[src/rtl/arm_pkg.sv]
// -----------------------------------------------------------------------------
// arm_pkg
// Shared definitions for the instruction fetch unit:
//   - fetch_state_t : fetch FSM state encoding (IDLE/REQ/WAIT/HOLD)
//   - INSTR_W       : instruction word width
//   - *_MSB/*_LSB   : bit positions of the Cond, Op, Funct and Rd fields
// -----------------------------------------------------------------------------
package arm_pkg;

  localparam int INSTR_W = 32;

  // Instruction field positions
  localparam int COND_MSB  = 31;
  localparam int COND_LSB  = 28;
  localparam int OP_MSB    = 27;
  localparam int OP_LSB    = 26;
  localparam int FUNCT_MSB = 25;
  localparam int FUNCT_LSB = 20;
  localparam int RD_MSB    = 15;
  localparam int RD_LSB    = 12;

  typedef enum logic [1:0] {
    IDLE = 2'd0,  // first cycle after reset release
    REQ  = 2'd1,  // request asserted, waiting for grant
    WAIT = 2'd2,  // granted, waiting for read data
    HOLD = 2'd3   // instruction presented, waiting for decode handshake
  } fetch_state_t;

endpackage : arm_pkg

[src/rtl/fetch_pc.sv]
// -----------------------------------------------------------------------------
// fetch_pc
// Program counter register with +4 incrementer and redirect mux.
// A redirect has priority over a sequential advance. The redirect target is
// forced word-aligned; the increment wraps modulo 2^ADDR_W.
//
// Ports
//   clk       in   clock, rising edge
//   rst_n     in   asynchronous active-low reset, loads RESET_PC
//   redirect  in   load the aligned target this edge
//   advance   in   step to pc + 4 this edge (ignored when redirect=1)
//   target    in   redirect address, bits [1:0] are dropped
//   pc        out  current fetch address
// -----------------------------------------------------------------------------
module fetch_pc #(
  parameter int                ADDR_W   = 32,
  parameter logic [ADDR_W-1:0] RESET_PC = '0
) (
  input  logic              clk,
  input  logic              rst_n,
  input  logic              redirect,
  input  logic              advance,
  input  logic [ADDR_W-1:0] target,
  output logic [ADDR_W-1:0] pc
);

  localparam logic [ADDR_W-1:0] ALIGN_MASK = ~ADDR_W'(3);
  localparam logic [ADDR_W-1:0] PC_STEP    = ADDR_W'(4);

  logic [ADDR_W-1:0] pc_d;

  // NOTE: every variable assigned in always_comb gets a default first, so no
  // path leaves it unassigned and no latch is inferred.
  always_comb begin
    pc_d = pc;
    if (redirect) begin
      pc_d = target & ALIGN_MASK;
    end else if (advance) begin
      pc_d = pc + PC_STEP;  // natural wrap at 2^ADDR_W
    end
  end

  // NOTE: sequential state uses non-blocking assignments so all registers
  // sample pre-edge values, independent of statement order.
  always_ff @(posedge clk or negedge rst_n) begin
    if (!rst_n) begin
      pc <= RESET_PC;
    end else begin
      pc <= pc_d;
    end
  end

endmodule : fetch_pc

[src/rtl/instr_fetch_unit.sv]
// -----------------------------------------------------------------------------
// instr_fetch_unit
// Single-outstanding instruction fetch front end. Requests a word at PC,
// waits for read data, holds the instruction for the decode stage until it
// is accepted, then advances PC by 4. A redirect (PCSrc) in any state other
// than IDLE reloads PC; a read already in flight is squashed.
//
// Ports
//   clk, rst_n    clock and asynchronous active-low reset
//   ImemReq       out  read request (asserted in REQ)
//   ImemAddr      out  word-aligned fetch address (the PC)
//   ImemGnt       in   request accepted this cycle
//   ImemRvalid    in   read data valid (ignored outside WAIT)
//   ImemRdata     in   read data
//   Instr         out  buffered instruction
//   Cond/Op/Funct/Rd  out  slices of Instr
//   InstrPC       out  address of Instr
//   InstrValid    out  Instr is valid (asserted in HOLD)
//   InstrReady    in   decode accepts Instr
//   PCSrc         in   redirect request
//   BranchTarget  in   redirect address, bits [1:0] ignored
// -----------------------------------------------------------------------------
module instr_fetch_unit
  import arm_pkg::*;
#(
  parameter int                ADDR_W   = 32,
  parameter logic [ADDR_W-1:0] RESET_PC = '0
) (
  input  logic               clk,
  input  logic               rst_n,
  output logic               ImemReq,
  output logic [ADDR_W-1:0]  ImemAddr,
  input  logic               ImemGnt,
  input  logic               ImemRvalid,
  input  logic [INSTR_W-1:0] ImemRdata,
  output logic [INSTR_W-1:0] Instr,
  output logic [3:0]         Cond,
  output logic [1:0]         Op,
  output logic [5:0]         Funct,
  output logic [3:0]         Rd,
  output logic [ADDR_W-1:0]  InstrPC,
  output logic               InstrValid,
  input  logic               InstrReady,
  input  logic               PCSrc,
  input  logic [ADDR_W-1:0]  BranchTarget
);

  fetch_state_t      state_q, state_d;
  logic              squash_q, squash_d;  // discard the next read data
  logic              capture;             // load the instruction buffer
  logic              redirect;
  logic              advance;
  logic [ADDR_W-1:0] pc;
  logic [INSTR_W-1:0] instr_q;
  logic [ADDR_W-1:0]  instr_pc_q;

  // IDLE is the only state where a redirect is not honoured.
  assign redirect = PCSrc && (state_q != IDLE);
  // A handshake in HOLD steps PC; a simultaneous redirect wins inside fetch_pc.
  assign advance  = (state_q == HOLD) && InstrReady;

  fetch_pc #(
    .ADDR_W  (ADDR_W),
    .RESET_PC(RESET_PC)
  ) u_fetch_pc (
    .clk     (clk),
    .rst_n   (rst_n),
    .redirect(redirect),
    .advance (advance),
    .target  (BranchTarget),
    .pc      (pc)
  );

  // Next-state logic
  always_comb begin
    state_d  = state_q;
    squash_d = squash_q;
    capture  = 1'b0;
    unique case (state_q)
      IDLE: begin
        state_d = REQ;
      end
      REQ: begin
        // Redirect without grant simply stays here and re-requests at the
        // new PC. With a grant the read in flight belongs to the old path.
        if (ImemGnt) begin
          state_d  = WAIT;
          squash_d = PCSrc;
        end
      end
      WAIT: begin
        if (PCSrc) begin
          if (ImemRvalid) begin
            state_d  = REQ;
            squash_d = 1'b0;
          end else begin
            squash_d = 1'b1;
          end
        end else if (ImemRvalid) begin
          squash_d = 1'b0;
          if (squash_q) begin
            state_d = REQ;
          end else begin
            state_d = HOLD;
            capture = 1'b1;
          end
        end
      end
      HOLD: begin
        if (PCSrc || InstrReady) begin
          state_d = REQ;
        end
      end
      default: begin
        state_d = IDLE;
      end
    endcase
  end

  always_ff @(posedge clk or negedge rst_n) begin
    if (!rst_n) begin
      state_q  <= IDLE;
      squash_q <= 1'b0;
    end else begin
      state_q  <= state_d;
      squash_q <= squash_d;
    end
  end

  // Instruction buffer: written only when fresh data is accepted, so it stays
  // stable throughout HOLD.
  always_ff @(posedge clk or negedge rst_n) begin
    if (!rst_n) begin
      instr_q    <= '0;
      instr_pc_q <= '0;
    end else if (capture) begin
      instr_q    <= ImemRdata;
      instr_pc_q <= pc;
    end
  end

  assign ImemReq    = (state_q == REQ);
  assign ImemAddr   = pc;
  assign InstrValid = (state_q == HOLD);
  assign Instr      = instr_q;
  assign InstrPC    = instr_pc_q;

  assign Cond  = instr_q[COND_MSB:COND_LSB];
  assign Op    = instr_q[OP_MSB:OP_LSB];
  assign Funct = instr_q[FUNCT_MSB:FUNCT_LSB];
  assign Rd    = instr_q[RD_MSB:RD_LSB];

endmodule : instr_fetch_unit

[config.mk]
export PLATFORM = sky130hd
export DESIGN_NAME = instr_fetch_unit
export DESIGN_NICKNAME = d
export VERILOG_FILES = /design/src/rtl/arm_pkg.sv /design/src/rtl/fetch_pc.sv /design/src/rtl/instr_fetch_unit.sv
export SDC_FILE = /design/constraint.sdc
export NUM_CORES = 1
export LEC_CHECK = 0
export CORE_AREA = 2 2 92 94
export DETAILED_ROUTE_END_ITERATION = 12
export DIE_AREA = 0 0 94 96
export DONT_BUFFER_PORTS = 1
export PLACE_DENSITY = 0.72
export SYNTH_ARGS = -nofsm -noshare
export SYNTH_HDL_FRONTEND = slang
export SYNTH_SLANG_ARGS = --single-unit
[constraint.sdc]
create_clock -name clk -period 1.9 [get_ports clk]
set_input_delay 0.38 -clock clk [delete_from_list [all_inputs] [get_ports clk]]
set_output_delay 0.38 -clock clk [all_outputs]
set_load 0.02 [all_outputs]
# Word level (Yosys, flattened, before mapping)
# Index checks and enable logic that the tools add are counted.
# totals
ff_bits,99
wordCells,40
inputBits,70
# classes
n_addsub,1
eq_ne,7
mux,18
n_reduce_logical,9
# ops
cell,count
2-to-1 mux 32 bit,2
adder 32 x 3 -> 32 bit (second input constant),1
2-to-1 mux 2 bit,6
2-to-1 mux 1 bit,8
one-hot mux 2 bit (4 select lines),1
AND reduction 3 bit,2
nonzero test 2 bit,3
== test 2 bit (second input constant),2
!= test 2 x 1 -> 1 bit (second input constant),2
!= test 3 bit (second input constant),1
== test 2 x 1 -> 1 bit (second input constant),1
logical AND 1 bit,2
logical NOT 2 bit,1
!= test 2 bit (second input constant),1
one-hot mux 1 bit (2 select lines),1
logical OR 1 bit,1

# Longest topological paths before layout
# Gate-level depths: netlist of the first run.
# depth
word_depth,4
ltp_mapped,8

# Modules after synthesis
# Synthesis of the first run repeated with hierarchy kept, for this count alone.
# hier_totals
cells_unflattened,371
area_unflattened_um2,4521.8
# modules_own_cells
module,cells_each,area_per_inst_um2,seq_area_each_um2,instances
instr_fetch_unit,179,2792.7,1676.6,1
fetch_pc,192,1729.2,750.7,1

# Worst setup path after synthesis of the first run
# OpenSTA, ideal clock, no wires.
# synth_timing
path_type,reg-to-reg
startpoint,reg state_q[0]
endpoint,reg u_fetch_pc.pc[22]
required_ps,1818
stages_incl_launch_ff,8
slack_ps,-94
arrival_time_ps,1912
setup_ps,82
path_cell_list,dfrtp_1 -> ha_1 -> and4_1 -> clkbuf_1 -> nand3_1 -> clkbuf_1 -> or4_1 -> a31oi_1
# synth_via
elab_chain_len,3
word_cells_on_any_way,6
cone_classes,eq/ne (1); mux (1); reduce/logical (4)
# synth_lines
item,line,text
"start, declared",instr_fetch_unit.sv:48,"fetch_state_t state_q, state_d;"
"start signal, assigned",instr_fetch_unit.sv:125,state_q <= state_d;
== test 2 bit,n/a,
net InstrValid,instr_fetch_unit.sv:42,"output logic InstrValid,"
logical AND 1 bit,instr_fetch_unit.sv:60,assign advance = (state_q == HOLD) && InstrReady;
nonzero test 2 bit (no line),n/a,
"end signal, assigned",fetch_pc.sv:49,pc <= pc_d;
"end, declared",fetch_pc.sv:24,output logic [ADDR_W-1:0] pc
# The timed path passes the listed nets, and every way through them passes these cells.
# A chain may end at the register's enable or synchronous reset.

# Final worst setup path of the first run
# layout_timing
startpoint,reg state_q[1]
endpoint,reg u_fetch_pc.pc[28]
# layout_via
elab_chain_len,3
word_cells_on_any_way,6
cone_classes,eq/ne (1); mux (1); reduce/logical (4)
# layout_lines
item,line
== test 2 bit / nonzero test 2 bit (equally long branches),"instr_fetch_unit.sv:60, instr_fetch_unit.sv:58"
logical AND 1 bit (on tied branches),"instr_fetch_unit.sv:60, instr_fetch_unit.sv:58"
nonzero test 2 bit (no line) / 2-to-1 mux 32 bit (equally long branches),n/a
# Several ways; a longest one is shown, not always the timed one.

==> flow_summary.ini, run 1 <==
[status]
status = finished with violations
violations = negative hold slack

[timing]
slew_violations = 0
finalCritPeriodShare_pct = 97.1
worst_slack_ns = 0.0543
timing.final.hold_violations = 95
setup_viol = 0
finClkSkew_ns = 0.0137
holdWs_ns = -0.290
setup_tns_ns = 0
grt_setup_unrepaired = yes
fin_crit_ns = 1.85
max_freq_mhz = 542

[logic_synthesis]
syn_avg_cell_area_um2 = 11.6
ys_types = 35
netlist_instances = 383
yosys.area.top_type = dfrtp_1
yosys-top-cells-area = dfrtp_1 (53%), mux2_2 (16%), buf_4 (3.4%)
synth_seq_cells = 95
yosys_warnings = 0
synth_top_area_share_pct = 53.3
netlist_area_um2 = 4460
yosysSeqAreaShare_pct = 53.3

[worst_setup_path]
critPathCaptureType = flop
crit_path_cell_trace = ha_2, and4_4, buf_4, nand3_4, or4_1, a31oi_1
crit_path_start = state_q[1]$_DFFE_PN0P_
worstPathMaxFanout = 5
timing.rr.start = state_q[1]$_DFFE_PN0P_
critPathMaxStageDelay_ns = 0.49
critPathRequiredTime_ns = 2.18
cp.arrival_ns = 2.13
crit_type = reg -> reg
worstSetupStartpointType = flop
critical_path.slowest_cell = or4_1

[grt]
overflow = 0
grt_pass1_vias = 3302
grt_usage_pct = 22.8
antenna_found_initial = 0
grt_pass1_wl_um = 16000
grt_max_degree = 96

[finish]
antennaDiodeCount = 0
mostFrequentLayoutCell = dfrtp_1
fin_area_um2 = 5140
layout.nets = 483
final_core_utilization_pct = 63.9
fillers = 643
layout_common_cells = dfrtp_1 (93), mux2_2 (62), buf_4 (43), nand2_1 (24), nor2_1 (17)
synthToLayoutAreaGrowth_pct = 15.3
stdcell_count = 518
final_layout_size_suffix_gt1_share_pct = 34.9

[floorplanning]
start_util_pct = 55.4
ioPinCount = 184
core_um2 = 8050
dieArea_um2 = 9020
die_h_um = 96
die-width_um = 94
fp-row-count = 33

[route]
drt-initial-drc-count = 141
ant_nets = 0
drt-vias-per-instance = 6.27
wirelength_um = 10900
vias = 3248
wl_per_cell_um = 21.0
drt_pass1_iterations = 4
drc = 0

[clocking]
htreeDepth = 3
worstSkewPairLatency_ns = 0.36
cts_buffers = 9
cts_tree = yes
cts_buffer_depth = 2
ctsRootBufferMaster = clkbuf_8
cts.clk_slew.worst_paths_ns = 0.10
cts_sinks = 95

[placement]
place.gp.congestion = 0.822
hpwl_um = 7350
placed_area_um2 = 4700
place_inst = 493
dp_slack_ns = -0.0370
port-buffer-count = 0

[power]
power_density_nw_per_um2 = 1870
finalPower_mw = 9.62
vdd_drop_max_mv = 0.904
leakagePower_nw = 2.21

[job]
cap_violations = 0

[worst_hold_path]
min_path_type = in -> async
[repair_timing]
action                                  4_1_cts  5_1_grt
resized for setup                             3       11
gates cloned                                  1        3
pin swaps                                     1        5
endpoints found under the setup margin       36       53
buffers inserted                              2        3
hold endpoints to repair                     95       95
[power by group]
part / internal, mW / switching (mW) / total [mW]
clock: 0.893 / 0.746 / 1.64
sequential: 2.99 / 1.81 / 4.80
combinational: 1.42 / 1.76 / 3.18
total: 5.31 / 4.32 / 9.62
[cell usage after synthesis (all sizes together)]
| cell | instances |
|---|---|
| and4 | 6 |
| xnor2 | 1 |
| nand2 | 24 |
| nor3b | 1 |
| conb | 1 |
| o21ai | 16 |
| nand2b | 2 |
| buf | 28 |
| dfrtp | 95 |
| or4 | 15 |
| nor3 | 3 |
| ha | 5 |
| and3 | 6 |
| nand3b | 1 |
| nand3 | 14 |
| a31oi | 16 |
| a22oi | 1 |
| a311oi | 1 |
| o31ai | 12 |
| or3 | 5 |
| o211ai | 4 |
| nor2b | 1 |
| or2 | 1 |
| and2 | 2 |
| a21oi | 4 |
| nand4 | 10 |
| mux2i | 3 |
| nor2 | 17 |
| xor2 | 8 |
| clkbuf | 12 |
| inv | 6 |
| mux2 | 62 |
[path summary, 6_finish.rpt]
kind                       slack [ns]                            end  depth (start not counted)
setup reg to reg                 0.05  u_fetch_pc.pc[28]$_DFFE_PN0P_                          6
setup / recovery                 0.05  u_fetch_pc.pc[28]$_DFFE_PN0P_                          6
max in group asynchronous        2.04        InstrPC[15]$_DFFE_PN0P_                          0
hold / removal                  -0.29          Instr[19]$_DFFE_PN0P_                          0
hold reg to reg                  0.61           squash_q$_DFFE_PN0P_                          2
min in group clk                 0.13           squash_q$_DFFE_PN0P_                          1
[metal layers]
layer	wire length (µm)	up-vias	part of all wire [%]	track usage, %
met1	4360	1630	40	27.0
met4	212	0	1.9	9.30
met3	815	24	7.5	6.97
li1	-	1427	-	-
met2	5490	167	50	39.0
met5	0	-	0	0
[critical path: cells and delay by family (launching register included)]
kind,cells,cell delay (ns)
buf+inv,1,0.16
fa+ha+maj,1,0.22
flops,1,0.43
compound gates,1,0.15
simple gates,3,0.81
[flip-flops by register name (all words and copies together), names as in the netlist]
| name | cells |
|---|---|
| state_q | 2 |
| Instr | 32 |
| squash_q | 1 |
| InstrPC | 30 |
| u_fetch_pc.pc | 30 |
[final cells by class]
type	count	area [µm²]	share of cell area, %
well taps	105	131	2.55
multi-input cells	246	1880	36.6
repair buffers	50	475	9.24
flip-flops and latches	95	2380	46.3
inverters	6	22.5	0.438
clock buffers	9	124	2.41
clock inverters	7	126	2.46
[cell families (layout without fill, tap and decap cells)]
group	Yosys count	count (layout)	synth area share [%]
DFF	95	95	53.3
other	1	4	0.0841
buffers and inverters	46	72	6.06
adders and majority gates	5	5	1.40
xor gates and xnor gates	9	9	1.77
AOI/OAI and AO/OA	54	54	7.55
muxes	65	65	16.3
and+or+nand+nor	108	109	13.5
No activity file was read; power rests on OpenSTA's default activity.
==> run 2: changes to the inputs <==
--- a/config.mk
+++ b/config.mk
@@ -11,2 +11,3 @@
 export DONT_BUFFER_PORTS = 1
+export HOLD_SLACK_MARGIN = 0.02
 export PLACE_DENSITY = 0.72
==> constraint.sdc (replaced) <==
create_clock -name clk -period 1.9 [get_ports clk]
set_input_delay 0.19 -clock clk [delete_from_list [all_inputs] [get_ports clk]]
set_output_delay 0.19 -clock clk [all_outputs]
set_load 0.02 [all_outputs]
==> flow_summary.ini, run 2 (synthesis results as in run 1) <==
[power]
vdd_drop_max_mv = 0.819
power_density_nw_per_um2 = 1660
leakagePower_nw = 2.53
finalPower_mw = 9.76

[worst_setup_path]
worstSetupStartpointType = flop
r2r_cells = 8
crit_path_start = state_q[0]$_DFFE_PN0P_
r2r_end = Instr[3]$_DFFE_PN0P_
critPathRequiredTime_ns = 2.15
timing.rr.start = state_q[0]$_DFFE_PN0P_
critPathCaptureType = flop
worstPathMaxFanout = 8
crit_type = reg -> reg
r2r_slack_ns = 0.04
cp.arrival_ns = 2.12

[clocking]
hold_buffers = 62
cts.clk_slew.worst_paths_ns = 0.11
ctsRootBufferMaster = clkbuf_8
htreeDepth = 3
worstSkewPairLatency_ns = 0.36
cts_buffers = 9
cts_tree = yes
cts_buffer_depth = 2
cts_sinks = 95

[floorplanning]
die-width_um = 94
die_h_um = 96
fp-row-count = 33
start_util_pct = 55.4
dieArea_um2 = 9020
core_um2 = 8050
ioPinCount = 184

[finish]
synthToLayoutAreaGrowth_pct = 32.1
largest_register_ffs = 32
final_core_utilization_pct = 73.2
fillers = 532
mostFrequentLayoutCell = dfrtp_1
layout_common_cells = dfrtp_1 (93), dlygate4sd3_1 (62), mux2_2 (48), buf_4 (42), nand2_1 (24)
final_layout_size_suffix_gt1_share_pct = 32.5
layout.nets = 550
fin_area_um2 = 5890
antennaDiodeCount = 0
stdcell_count = 585

[route]
drt-initial-drc-count = 173
wl_per_cell_um = 21.1
drt-vias-per-instance = 5.96
vias = 3485
drt_pass1_iterations = 5
ant_nets = 0
wirelength_um = 12300
drc = 0

[placement]
port-buffer-count = 0
place.gp.congestion = 0.828
placed_area_um2 = 4700
place_inst = 493
hpwl_um = 7250

[worst_hold_path]
min_path_type = in -> async

[timing]
setup_viol = 0
grt_setup_unrepaired = yes
fin_crit_ns = 1.86
timing.final.hold_violations = 95
holdWs_ns = -0.483
finalCritPeriodShare_pct = 98.0
setup_tns_ns = 0
slew_violations = 0
max_freq_mhz = 537
finClkSkew_ns = 0.0115

[job]
cap_violations = 0

[grt]
grt_pass1_vias = 3522
overflow = 0
antenna_found_initial = 0
grt_pass1_wl_um = 17700
grt_usage_pct = 25.2
grt_max_degree = 96

[status]
status = finished with violations
violations = negative hold slack
==> run 2: how the worst max path moves through the flow <==
stage                                                to  slack (ns)
after global placement            Instr[10]$_DFFE_PN0P_        0.05
final                              Instr[3]$_DFFE_PN0P_        0.04
after global routing      u_fetch_pc.pc[31]$_DFFE_PN0P_       -0.05
after detailed placement          Instr[14]$_DFFE_PN0P_       -0.05
after CTS                         Instr[26]$_DFFE_PN0P_        0.01
after floorplan           u_fetch_pc.pc[22]$_DFFE_PN0P_       -0.01
==> run 2: layer usage <==
layer  GRT usage [%]  routed length [µm]
met1            31.7                4950
met2            43.8                6220
met3            6.03                1030
met4            7.13                 138
met5               0                   0
==> run 2: power breakdown <==
group / total (mW) / switching, mW / internal (mW)
logic: 3.53 / 1.89 / 1.64
registers: 4.81 / 1.82 / 2.99
clock network: 1.42 / 0.782 / 0.639
==> run 2: area by class of cell <==
| type | instances | area (µm²) | share of cell area [%] |
|---|---|---|---|
| repair buffers | 117 | 1180 | 20.0 |
| flip-flops and latches | 95 | 2380 | 40.4 |
| clock buffers | 9 | 124 | 2.10 |
| clock inverters | 7 | 86.3 | 1.47 |
| well taps | 105 | 131 | 2.23 |
| inverters | 6 | 25.0 | 0.425 |
| multi-input cells | 246 | 1970 | 33.4 |
==> run 2: through the flow <==
step	setup WS, ns	hold WS, ns
detailed placement	-0.0497	-0.102
floorplan	-0.0118	-0.106
finish	0.0377	-0.483
global placement	0.0504	-0.103
CTS	0.0116	-0.504
global route	-0.0494	-0.516
==> run 2: worst max-delay path: stages, from the launching register on <==
cell and delay [ns]:
dfrtp_1 0.42, inv_2 0.10, ha_4 0.15, inv_4 0.04
nor3_4 0.18, and2_4 0.19, buf_12 0.16, clkbuf_16 0.17
mux2_2 0.34
==> run 2: repair_timing <==
| item | in CTS | in global routing |
|---|---|---|
| setup buffers | 0 | 5 |
| hold endpoints to repair | 156 | 95 |
| resized for setup | 5 | 33 |
| pin swaps | 2 | 5 |
| setup endpoints to repair | 48 | 76 |
| gates cloned | 2 | 7 |
